--- src/rtl/sbox6_pkg.sv ---
// Shared types and GF arithmetic for the 6-bit power-map S-box layer.
// The field is GF(2)[x]/(x^6+x^3+1); the tower is GF(4)[y]/(y^3+w) with w^2=w+1.
package sbox6_pkg;

    localparam int WORD_W = 6;

    typedef enum logic [1:0] {IDLE, RUN, DRAIN, DONE} state_t;
    typedef logic [5:0] word_t;
    // GF(4) element {c1,c0} = c0 + c1*w
    typedef logic [1:0] gf4_t;

    function automatic gf4_t gf4_mul(input gf4_t a, input gf4_t b);
        gf4_t r;
        r[0] = (a[0] & b[0]) ^ (a[1] & b[1]);
        r[1] = (a[0] & b[1]) ^ (a[1] & b[0]) ^ (a[1] & b[1]);
        return r;
    endfunction

    function automatic gf4_t gf4_sq(input gf4_t a);
        return {a[1], a[0] ^ a[1]};
    endfunction

    function automatic gf4_t gf4_mulw(input gf4_t a);
        return {a[0] ^ a[1], a[1]};
    endfunction

    // Tower element packed as {a2,a1,a0} meaning a0 + a1*y + a2*y^2.
    // x has minimal polynomial x^6+x^3+1, so x^(k+3) = w*x^k and the change of
    // basis reduces to a bit permutation: a_k = b_k + w*b_(k+3).
    function automatic word_t to_tower(input word_t b);
        return {b[5], b[2], b[4], b[1], b[3], b[0]};
    endfunction

    function automatic word_t from_tower(input word_t t);
        return {t[5], t[3], t[1], t[4], t[2], t[0]};
    endfunction

    function automatic word_t t_mul(input word_t a, input word_t b);
        gf4_t c0, c1, c2;
        c0 = gf4_mul(a[1:0], b[1:0])
           ^ gf4_mulw(gf4_mul(a[3:2], b[5:4]) ^ gf4_mul(a[5:4], b[3:2]));
        c1 = gf4_mul(a[1:0], b[3:2]) ^ gf4_mul(a[3:2], b[1:0])
           ^ gf4_mulw(gf4_mul(a[5:4], b[5:4]));
        c2 = gf4_mul(a[1:0], b[5:4]) ^ gf4_mul(a[3:2], b[3:2]) ^ gf4_mul(a[5:4], b[1:0]);
        return {c2, c1, c0};
    endfunction

    // Squaring is linear: (a0 + a1 y + a2 y^2)^2 = a0^2 + w a2^2 y + a1^2 y^2
    function automatic word_t t_sq(input word_t a);
        return {gf4_sq(a[3:2]), gf4_mulw(gf4_sq(a[5:4])), gf4_sq(a[1:0])};
    endfunction

endpackage

--- src/rtl/sbox6_core.sv ---
// Combinational S-box core: y = x^34 in GF(2^6), computed in the GF((2^2)^3) tower
// as x^32 * x^2 (five linear squarings and one multiply).
module sbox6_core
    import sbox6_pkg::*;
(
    input  word_t x,
    output word_t y
);

    word_t t1, t2, t4, t8, t16, t32, t34;

    assign t1  = to_tower(x);
    assign t2  = t_sq(t1);
    assign t4  = t_sq(t2);
    assign t8  = t_sq(t4);
    assign t16 = t_sq(t8);
    assign t32 = t_sq(t16);
    assign t34 = t_mul(t32, t2);
    assign y   = from_tower(t34);

endmodule

--- src/rtl/sbox6_serial_layer.sv ---
// Serial S-box layer: substitutes LANES words per beat over NWORDS/LANES beats.
// Define SBOX_PIPE_EN to register core outputs before write-back (adds a DRAIN beat).
module sbox6_serial_layer
    import sbox6_pkg::*;
#(
    parameter int NWORDS = 16,
    parameter int LANES  = 1
) (
    input  logic                     clk,
    input  logic                     rst,
    input  logic                     in_valid,
    output logic                     in_ready,
    input  logic [WORD_W*NWORDS-1:0] in_data,
    output logic                     out_valid,
    input  logic                     out_ready,
    output logic [WORD_W*NWORDS-1:0] out_data,
    output logic                     busy
);

    localparam int SW    = WORD_W * NWORDS;
    localparam int LW    = WORD_W * LANES;
    localparam int B     = NWORDS / LANES;
    localparam int CNT_W = (B > 1) ? $clog2(B) : 1;

    generate
        if (LANES < 1) begin : g_bad_lanes_zero
            $error("sbox6_serial_layer: LANES must be at least 1");
        end else if ((NWORDS % LANES) != 0) begin : g_bad_lanes_div
            $error("sbox6_serial_layer: LANES must divide NWORDS");
        end
    endgenerate

    // Handshake: a transfer happens on a rising edge where valid and ready are both
    // high; valid never waits on ready, and only one side is open at a time.
    state_t           state_q, state_d;
    logic [CNT_W-1:0] cnt_q, cnt_d;
    logic [SW-1:0]    shreg_q, shreg_d;
    logic             in_ready_q, in_ready_d;
    logic             out_valid_q, out_valid_d;
    logic             busy_q, busy_d;
    logic [LW-1:0]    core_out;
    logic [LW-1:0]    wb;

    for (genvar l = 0; l < LANES; l++) begin : g_lane
        sbox6_core u_core (
            .x (shreg_q[WORD_W*l +: WORD_W]),
            .y (core_out[WORD_W*l +: WORD_W])
        );
    end

`ifdef SBOX_PIPE_EN
    logic [LW-1:0] pipe_q, pipe_d;
    // The first RUN beat writes back a stale pipe value; it is shifted out by the DRAIN beat.
    assign wb = pipe_q;
`else
    assign wb = core_out;
`endif

    always_comb begin
        state_d     = state_q;
        cnt_d       = cnt_q;
        shreg_d     = shreg_q;
        in_ready_d  = in_ready_q;
        out_valid_d = out_valid_q;
        busy_d      = busy_q;
`ifdef SBOX_PIPE_EN
        pipe_d      = pipe_q;
`endif
        case (state_q)
            IDLE: begin
                if (in_valid && in_ready_q) begin
                    shreg_d    = in_data;
                    cnt_d      = '0;
                    state_d    = RUN;
                    in_ready_d = 1'b0;
                    busy_d     = 1'b1;
                end
            end
            RUN: begin
                shreg_d               = shreg_q >> LW;
                shreg_d[SW-1 -: LW]   = wb;
                cnt_d                 = cnt_q + CNT_W'(1);
`ifdef SBOX_PIPE_EN
                pipe_d                = core_out;
`endif
                if (cnt_q == CNT_W'(B - 1)) begin
                    cnt_d = '0;
`ifdef SBOX_PIPE_EN
                    state_d = DRAIN;
`else
                    state_d     = DONE;
                    out_valid_d = 1'b1;
`endif
                end
            end
            DRAIN: begin
`ifdef SBOX_PIPE_EN
                shreg_d             = shreg_q >> LW;
                shreg_d[SW-1 -: LW] = wb;
                state_d             = DONE;
                out_valid_d         = 1'b1;
`else
                state_d     = IDLE;
                in_ready_d  = 1'b1;
                out_valid_d = 1'b0;
                busy_d      = 1'b0;
`endif
            end
            DONE: begin
                if (out_valid_q && out_ready) begin
                    state_d     = IDLE;
                    out_valid_d = 1'b0;
                    in_ready_d  = 1'b1;
                    busy_d      = 1'b0;
                end
            end
            default: begin
                state_d     = IDLE;
                cnt_d       = '0;
                in_ready_d  = 1'b1;
                out_valid_d = 1'b0;
                busy_d      = 1'b0;
            end
        endcase
    end

    always_ff @(posedge clk or posedge rst) begin
        if (rst) begin
            state_q     <= IDLE;
            cnt_q       <= '0;
            shreg_q     <= '0;
            in_ready_q  <= 1'b1;
            out_valid_q <= 1'b0;
            busy_q      <= 1'b0;
`ifdef SBOX_PIPE_EN
            pipe_q      <= '0;
`endif
        end else begin
            state_q     <= state_d;
            cnt_q       <= cnt_d;
            shreg_q     <= shreg_d;
            in_ready_q  <= in_ready_d;
            out_valid_q <= out_valid_d;
            busy_q      <= busy_d;
`ifdef SBOX_PIPE_EN
            pipe_q      <= pipe_d;
`endif
        end
    end

    assign in_ready  = in_ready_q;
    assign out_valid = out_valid_q;
    assign busy      = busy_q;
    assign out_data  = shreg_q;

endmodule
--- config.mk ---
export PLATFORM = sky130hd
export DESIGN_NAME = sbox6_serial_layer
export DESIGN_NICKNAME = d
export VERILOG_FILES = /design/src/rtl/sbox6_pkg.sv /design/src/rtl/sbox6_core.sv /design/src/rtl/sbox6_serial_layer.sv
export SDC_FILE = /design/constraint.sdc
export NUM_CORES = 1
export LEC_CHECK = 0
export ABC_AREA = 1
export CAP_MARGIN = 20
export CELL_PAD_IN_SITES_DETAIL_PLACEMENT = 1
export CELL_PAD_IN_SITES_GLOBAL_PLACEMENT = 2
export CORE_AREA = 2 2 182 95
export CTS_CLUSTER_DIAMETER = 100
export CTS_CLUSTER_SIZE = 40
export DETAILED_ROUTE_END_ITERATION = 16
export DIE_AREA = 0 0 184 97
export DONT_BUFFER_PORTS = 1
export GPL_ROUTABILITY_DRIVEN = 1
export PLACE_DENSITY = 0.78
export SETUP_SLACK_MARGIN = 0.1
export SYNTH_ARGS = -nofsm -noshare
export SYNTH_HDL_FRONTEND = slang
export SYNTH_SLANG_ARGS = --single-unit
--- constraint.sdc ---
create_clock -name clk -period 4.8 [get_ports clk]
set_clock_uncertainty 0.2 [all_clocks]
set_input_delay 0.96 -clock clk [delete_from_list [all_inputs] [get_ports clk]]
set_output_delay 0.96 -clock clk [all_outputs]
set_load 0.1 [all_outputs]
==> results of run 1 <==
## state kept, by name, summed over array words and instances (netlist names)
signal / flops
out_data: 96
out_valid: 1
in_ready: 1
busy: 1
state_q: 2
cnt_q: 4
## layer usage
| metal | global-route usage (%) | vias to the layer above | share of wire, % |
|---|---|---|---|
| li1 | - | 2184 | - |
| met1 | 26.1 | 2228 | 47 |
| met2 | 27.5 | 131 | 42 |
| met3 | 9.00 | 12 | 10 |
| met4 | 3.32 | 0 | 0.67 |
| met5 | 0 | - | 0 |
## per-stage QoR
step / setup WS, ns / instances / hold WS [ns] / util, %
after CTS: 1.62 / 874 / 0.314 / 37.0
after global routing: 1.32 / 874 / 0.351 / 37.0
after detailed placement: 1.65 / 858 / 0.305 / 35.2
after floorplan: 0.881 / 683 / 0.272 / -
after global placement: 1.82 / 858 / 0.290 / 35.2
final: 1.69 / 874 / 0.310 / 37.0
## cells in the final DEF (no fill, tap or decap), drive strengths merged
cell type,netlist,layout
dfrtp,104,104
xor2,6,6
xnor2,3,3
a32o,1,1
o22ai,3,3
clkinv,0,1
bufinv,0,1
buf,33,10
nand3,18,18
nand2,177,177
nor2,29,29
inv,106,106
clkbuf,12,13
o21ai,86,86
a21oi,4,4
ha,6,6
dfstp,1,1
a22o,1,1
or2,1,1
nand4,2,2
a31oi,10,10
o211ai,79,79
clkinvlp,0,1
nor3b,1,1
## worst max-delay path, delay by kind of cell (launching register included)
kind,cells,cell delay [ns]
AOI/OAI and AO/OA,1,0.18
buffers and inverters,3,0.93
DFF,1,0.49
and+or+nand+nor,3,1.16
## logic make-up (layout without fill, tap and decap cells)
| kind of cell | count (synthesis) | in the layout | synth area share, % |
|---|---|---|---|
| AND/OR/NAND/NOR | 228 | 228 | 16.2 |
| AO/OA/AOI/OAI | 184 | 184 | 22.0 |
| buffers and inverters | 151 | 132 | 12.1 |
| flip-flops | 105 | 105 | 46.9 |
| XOR/XNOR | 9 | 9 | 1.41 |
| adder cells (fa/ha/maj) | 6 | 6 | 1.34 |
## cell type report
cell class	instances	area [sq um]
tap	210	263
sequential	105	2630
timing repair buffer	10	75.1
fill	1964	10100
inverter	106	400
clock buffer	13	240
multi-input combinational	427	2310
clock inverter	3	42.5
## path summary, 6_finish.rpt
check | from | slack [ns] | cells past startpoint | endpoint
min in group asynchronous | rst | 0.34 | 1 | out_data[51]
hold reg to reg | cnt_q[0] | 0.31 | 1 | cnt_q[0]
hold / removal | cnt_q[0] | 0.31 | 1 | cnt_q[0]
setup / recovery | state_q[0] | 1.69 | 7 | out_data[81]
setup reg to reg | state_q[0] | 1.69 | 7 | out_data[81]
max in group asynchronous | rst | 3.08 | 2 | out_data[75]
==> impl_results.md, run 1 <==
* Status: completed
* Routability cong. at 0.841
* Slowest stage delay, CP at 0.58 ns
* DRT iter0 DRCs at 322
* Num rows at 33
* Crit. End Element: flip-flop
* Clock latency on the worst-skew pair at 0.35 ns
* CP max FO at 112
* Hpwl dp at 12.3 mm
* Die Width at 184 um
* Core Box Area at 0.0161 sq mm
* ANT nets after route at 0
* Mapped Cells at 683
* Largest net degree at the start of global routing at 113
* Worst-Margin Slew at 1.13 ns
* Final setup TNS at 0 ns
* Share of post-route cells with drive strength above 1 at 7.53%
* Yosys top cell area share at 46.4%
* Slew HR at 25.0%
* CP Launch Type: flip-flop
* CTS tree: built
* Worst EP arrival at 3.17 ns
* Area delta synth->final at 6.32%
* Port bufs at 0
* Antenna violations before repair at 0
* Post-synth top area cell: dfrtp_1
* Final instance area at 0.00596 sq mm
* Die H at 97 um
* Max Freq at 322 MHz
* Post-synth top cells: nand2_1, dfrtp_1, inv_1
* Dpl cell area at 0.00567 sq mm
* Routed wire length at 16.6 mm
* Die area at 0.0178 sq mm
* Post-synth ARST share at 100%
* Max Cap Viol at 0
* Initial core utilization at 34.8%
* Worst-path clk slew at 0.07 ns
* # DRC at 0
* Number of synthesized flops with an enable pin at 0
* Cell area after synthesis at 0.00560 sq mm
* Total global routing track utilization at 19.0%
* Worst-case clock buffer depth at 2
* Setup bufs post-CTS at 0
* Vias in the first global route at 4687
* Avg WL per Cell at 19.0 um
* RSZ-0062 raised after global routing: false
* Fin crit share at 64.7%
* FF+latch count, synth at 105
* Vias per cell at 5.21
* Cell variety after synth at 30
* Drt first pass iters at 4
* # IOs at 199
* Pins over their slew limit at 0
* Top cell by count, worst path: inv_2
* Nets at 765
* First-pass GRT wire length at 26.4 mm
* Clk root buf: clkbuf_16
* CP required at 4.86 ns
* Num CTS Buffers at 9
* Final count of hold timing violations at 0
* Gr ovfl total at 0
* Post_cts resized at 0
* Most common cell in the synthesized netlist: nand2_1
* CP Class: flip-flop to flip-flop
* Post-CTS Hold Buffers at 0
* Yosys synthesis warning count at 0
* Register area share after synthesis at 46.9%
* Minimum clock period at 3.11 ns
* Setup-failing EPs final at 0
* Tightest Hold Check Type: flip-flop to flip-flop
* Vias at 4555
* CTS H-tree depth at 3
* ANT cells at 0
* Syn Nets at 789
* Syn avg cell area at 8.20 sq um
* CP max-delay cell: nand2_8
* Prevailing post-synth register cell: dfrtp_1
* Critical Path, Cell by Cell: inv_2, nor2_8, inv_2, nand2_8, buf_4, nor2_1, a31oi_1
* Sink Count at 105
* Top cells by area, synth: dfrtp_1, nand2_1, o211ai_1, inv_1, o21ai_1
Power of run 1 is not shown: default switching activity piles up to over one toggle a cycle in this logic, so the estimate is an artifact.
==> inputs of run 2 (changes only) <==
--- a/config.mk
+++ b/config.mk
@@ -9,14 +9,14 @@
 export CAP_MARGIN = 20
 export CELL_PAD_IN_SITES_DETAIL_PLACEMENT = 1
 export CELL_PAD_IN_SITES_GLOBAL_PLACEMENT = 2
-export CORE_AREA = 2 2 182 95
+export CORE_AREA = 2 2 191 99
 export CTS_CLUSTER_DIAMETER = 100
 export CTS_CLUSTER_SIZE = 40
 export DETAILED_ROUTE_END_ITERATION = 16
-export DIE_AREA = 0 0 184 97
+export DIE_AREA = 0 0 193 101
 export DONT_BUFFER_PORTS = 1
 export GPL_ROUTABILITY_DRIVEN = 1
-export PLACE_DENSITY = 0.78
+export PLACE_DENSITY = 0.75
 export SETUP_SLACK_MARGIN = 0.1
 export SYNTH_ARGS = -nofsm -noshare
 export SYNTH_HDL_FRONTEND = slang
==> constraint.sdc (replaced) <==
create_clock -name clk -period 2.7 [get_ports clk]
set_clock_uncertainty 0.2 [all_clocks]
set_input_delay 0.54 -clock clk [delete_from_list [all_inputs] [get_ports clk]]
set_output_delay 0.54 -clock clk [all_outputs]
set_load 0.1 [all_outputs]
==> impl_results.md, run 2 (synthesis gave the netlist of run 1 again) <==
* # DRC at 0 (unchanged)
* Status: complete, but fails checks (was completed)
* Avg WL per Cell at 18.1 um (was 19.0 um)
* Port bufs at 0 (unchanged)
* Total global routing track utilization at 18.9% (was 19.0%)
* Setup bufs post-CTS at 0 (unchanged)
* Slew HR at 38.5% (was 25.0%)
* Antenna violations before repair at 0 (unchanged)
* Routability cong. at 0.872 (was 0.841)
* Commonest non-fill, non-tap cell in the layout: nand2_1 (unchanged)
* Final setup TNS at 0 ns (unchanged)
* # IOs at 199 (unchanged)
* Die area at 0.0195 sq mm (was 0.0178 sq mm)
* DRT iter0 DRCs at 244 (was 322)
* Vias in the first global route at 5138 (was 4687)
* CP required at 2.74 ns (was 4.86 ns)
* CP max FO at 9 (was 112)
* Largest net degree at the start of global routing at 181 (was 113)
* Die H at 101 um (was 97 um)
* Vias per cell at 4.94 (was 5.21)
* Max Freq at 426 MHz (was 322 MHz)
* Num CTS Buffers at 9 (unchanged)
* Gr ovfl total at 0 (unchanged)
* Max reg flops at 96 (unchanged)
* Tightest Hold Check Type: input pin to async pin (was flip-flop to flip-flop)
* ANT cells at 0 (unchanged)
* Routed wire length at 18.1 mm (was 16.6 mm)
* Nets at 862 (was 765)
* Hpwl dp at 13.2 mm (was 12.3 mm)
* Worst EP arrival at 2.39 ns (was 3.17 ns)
* Num rows at 35 (was 33)
* Failing checks: hold timing
* Final instance area at 0.00678 sq mm (was 0.00596 sq mm)
* Worst-Margin Slew at 0.922 ns (was 1.13 ns)
* Hold slack final at -0.0298 ns (was 0.310 ns)
* Crit. End Element: flip-flop (unchanged)
* Die Width at 193 um (was 184 um)
* Clk root buf: clkbuf_16 (unchanged)
* RSZ-0062 raised after global routing: false (unchanged)
* Met3 Use GR at 7.27% (was 9.00%)
* First-pass GRT wire length at 28.3 mm (was 26.4 mm)
* Slowest stage delay, CP at 0.52 ns (was 0.58 ns)
* Worst-case clock buffer depth at 2 (unchanged)
* Minimum clock period at 2.35 ns (was 3.11 ns)
* Final count of hold timing violations at 11 (was 0)
* Met2 Use GR at 28.8% (was 27.5%)
* Clock latency on the worst-skew pair at 0.35 ns (about the same)
* Post-CTS Hold Buffers at 0 (unchanged)
* Dpl cell area at 0.00649 sq mm (was 0.00567 sq mm)
* Post_cts resized at 0 (unchanged)
* Core Box Area at 0.0180 sq mm (was 0.0161 sq mm)
* Commonest cells after routing, fill and taps aside: nand2_1, buf_4, inv_1, dfrtp_1, o211ai_1 (was nand2_1, dfrtp_1, inv_1)
* Max Cap Viol at 0 (unchanged)
* Initial core utilization at 31.2% (was 34.8%)
* ANT nets after route at 0 (unchanged)
* CTS tree: built (unchanged)
* Pins over their slew limit at 0 (unchanged)
* Setup-failing EPs final at 0 (unchanged)
* Share of post-route cells with drive strength above 1 at 20.0% (was 7.53%)
* Vias at 4943 (was 4555)
* Gr busiest metal: met2 (unchanged)
* CP max-delay cell: ha_1 (was nand2_8)
* Top cell by count, worst path: nand2_1 (was inv_2)
* Critical Path, Cell by Cell: ha_1, inv_1, nand2_1, nand2_1, nand2_1, nand2_1, nand3_1, nand2_1, nand2_1, nand3_1, nand2_1, nand2_1 (was inv_2, nor2_8, inv_2, nand2_8, buf_4, nor2_1, a31oi_1)
* Drt first pass iters at 4 (unchanged)
* CP Class: flip-flop to flip-flop (unchanged)
* Met1 GRT Util at 25.6% (was 26.1%)
* Sink Count at 105 (unchanged)
* Area delta synth->final at 21.0% (was 6.32%)
* Worst-path clk slew at 0.08 ns (was 0.07 ns)
* CTS H-tree depth at 3 (unchanged)
* CP Launch Type: flip-flop (unchanged)
* Fin crit share at 87.0% (was 64.7%)
[run 2: layer usage]
layer	vias to the layer above	share of wire, %
met5	-	0
met4	0	1.2
met3	18	8.7
li1	2383	-
met1	2411	48
met2	131	42
[run 2: final timing paths]
check / start / to / slack, ns / depth (start not counted)
worst max-delay path: out_data[5] / out_data[90] / 0.35 / 12
worst max register to register: out_data[5] / out_data[90] / 0.35 / 12
worst min-delay path: rst / out_data[10] / -0.03 / 2
max in group asynchronous: rst / out_data[2] / 1.72 / 2
worst min register to register: out_data[93] / out_data[93] / 0.29 / 2
min in group clk: in_data[80] / out_data[80] / 0.15 / 2
[run 2: cell type report]
cell class / instances / area, sq um
clock buffers: 12 / 256
clock inverters: 4 / 27.5
fillers: 2162 / 11200
inverters: 106 / 402
multi-input cells: 427 / 2310
flip-flops and latches: 105 / 2630
well taps: 240 / 300
repair buffers: 107 / 853
[run 2: stage by stage]
| stage | hold slack, ns | instances | util, % | setup slack [ns] |
|---|---|---|---|---|
| final | -0.0298 | 1001 | 37.7 | 0.351 |
| after global routing | 0.0580 | 1001 | 37.7 | 0.163 |
| after CTS | 0.0531 | 1001 | 37.7 | 0.380 |
| after detailed placement | 0.272 | 985 | 36.2 | 0.396 |
| after global placement | 0.271 | 985 | 36.2 | 0.545 |
| after floorplan | 0.272 | 683 | - | 0.110 |
[run 2: worst max-delay path: cells and delay by family, from the launching register on]
kind	cells	cell delay, ns
flip-flops	1	0.51
buffers and inverters	1	0.14
AND/OR/NAND/NOR	10	0.87
adder cells (fa/ha/maj)	1	0.52
Power of run 2 is left out for the same reason.
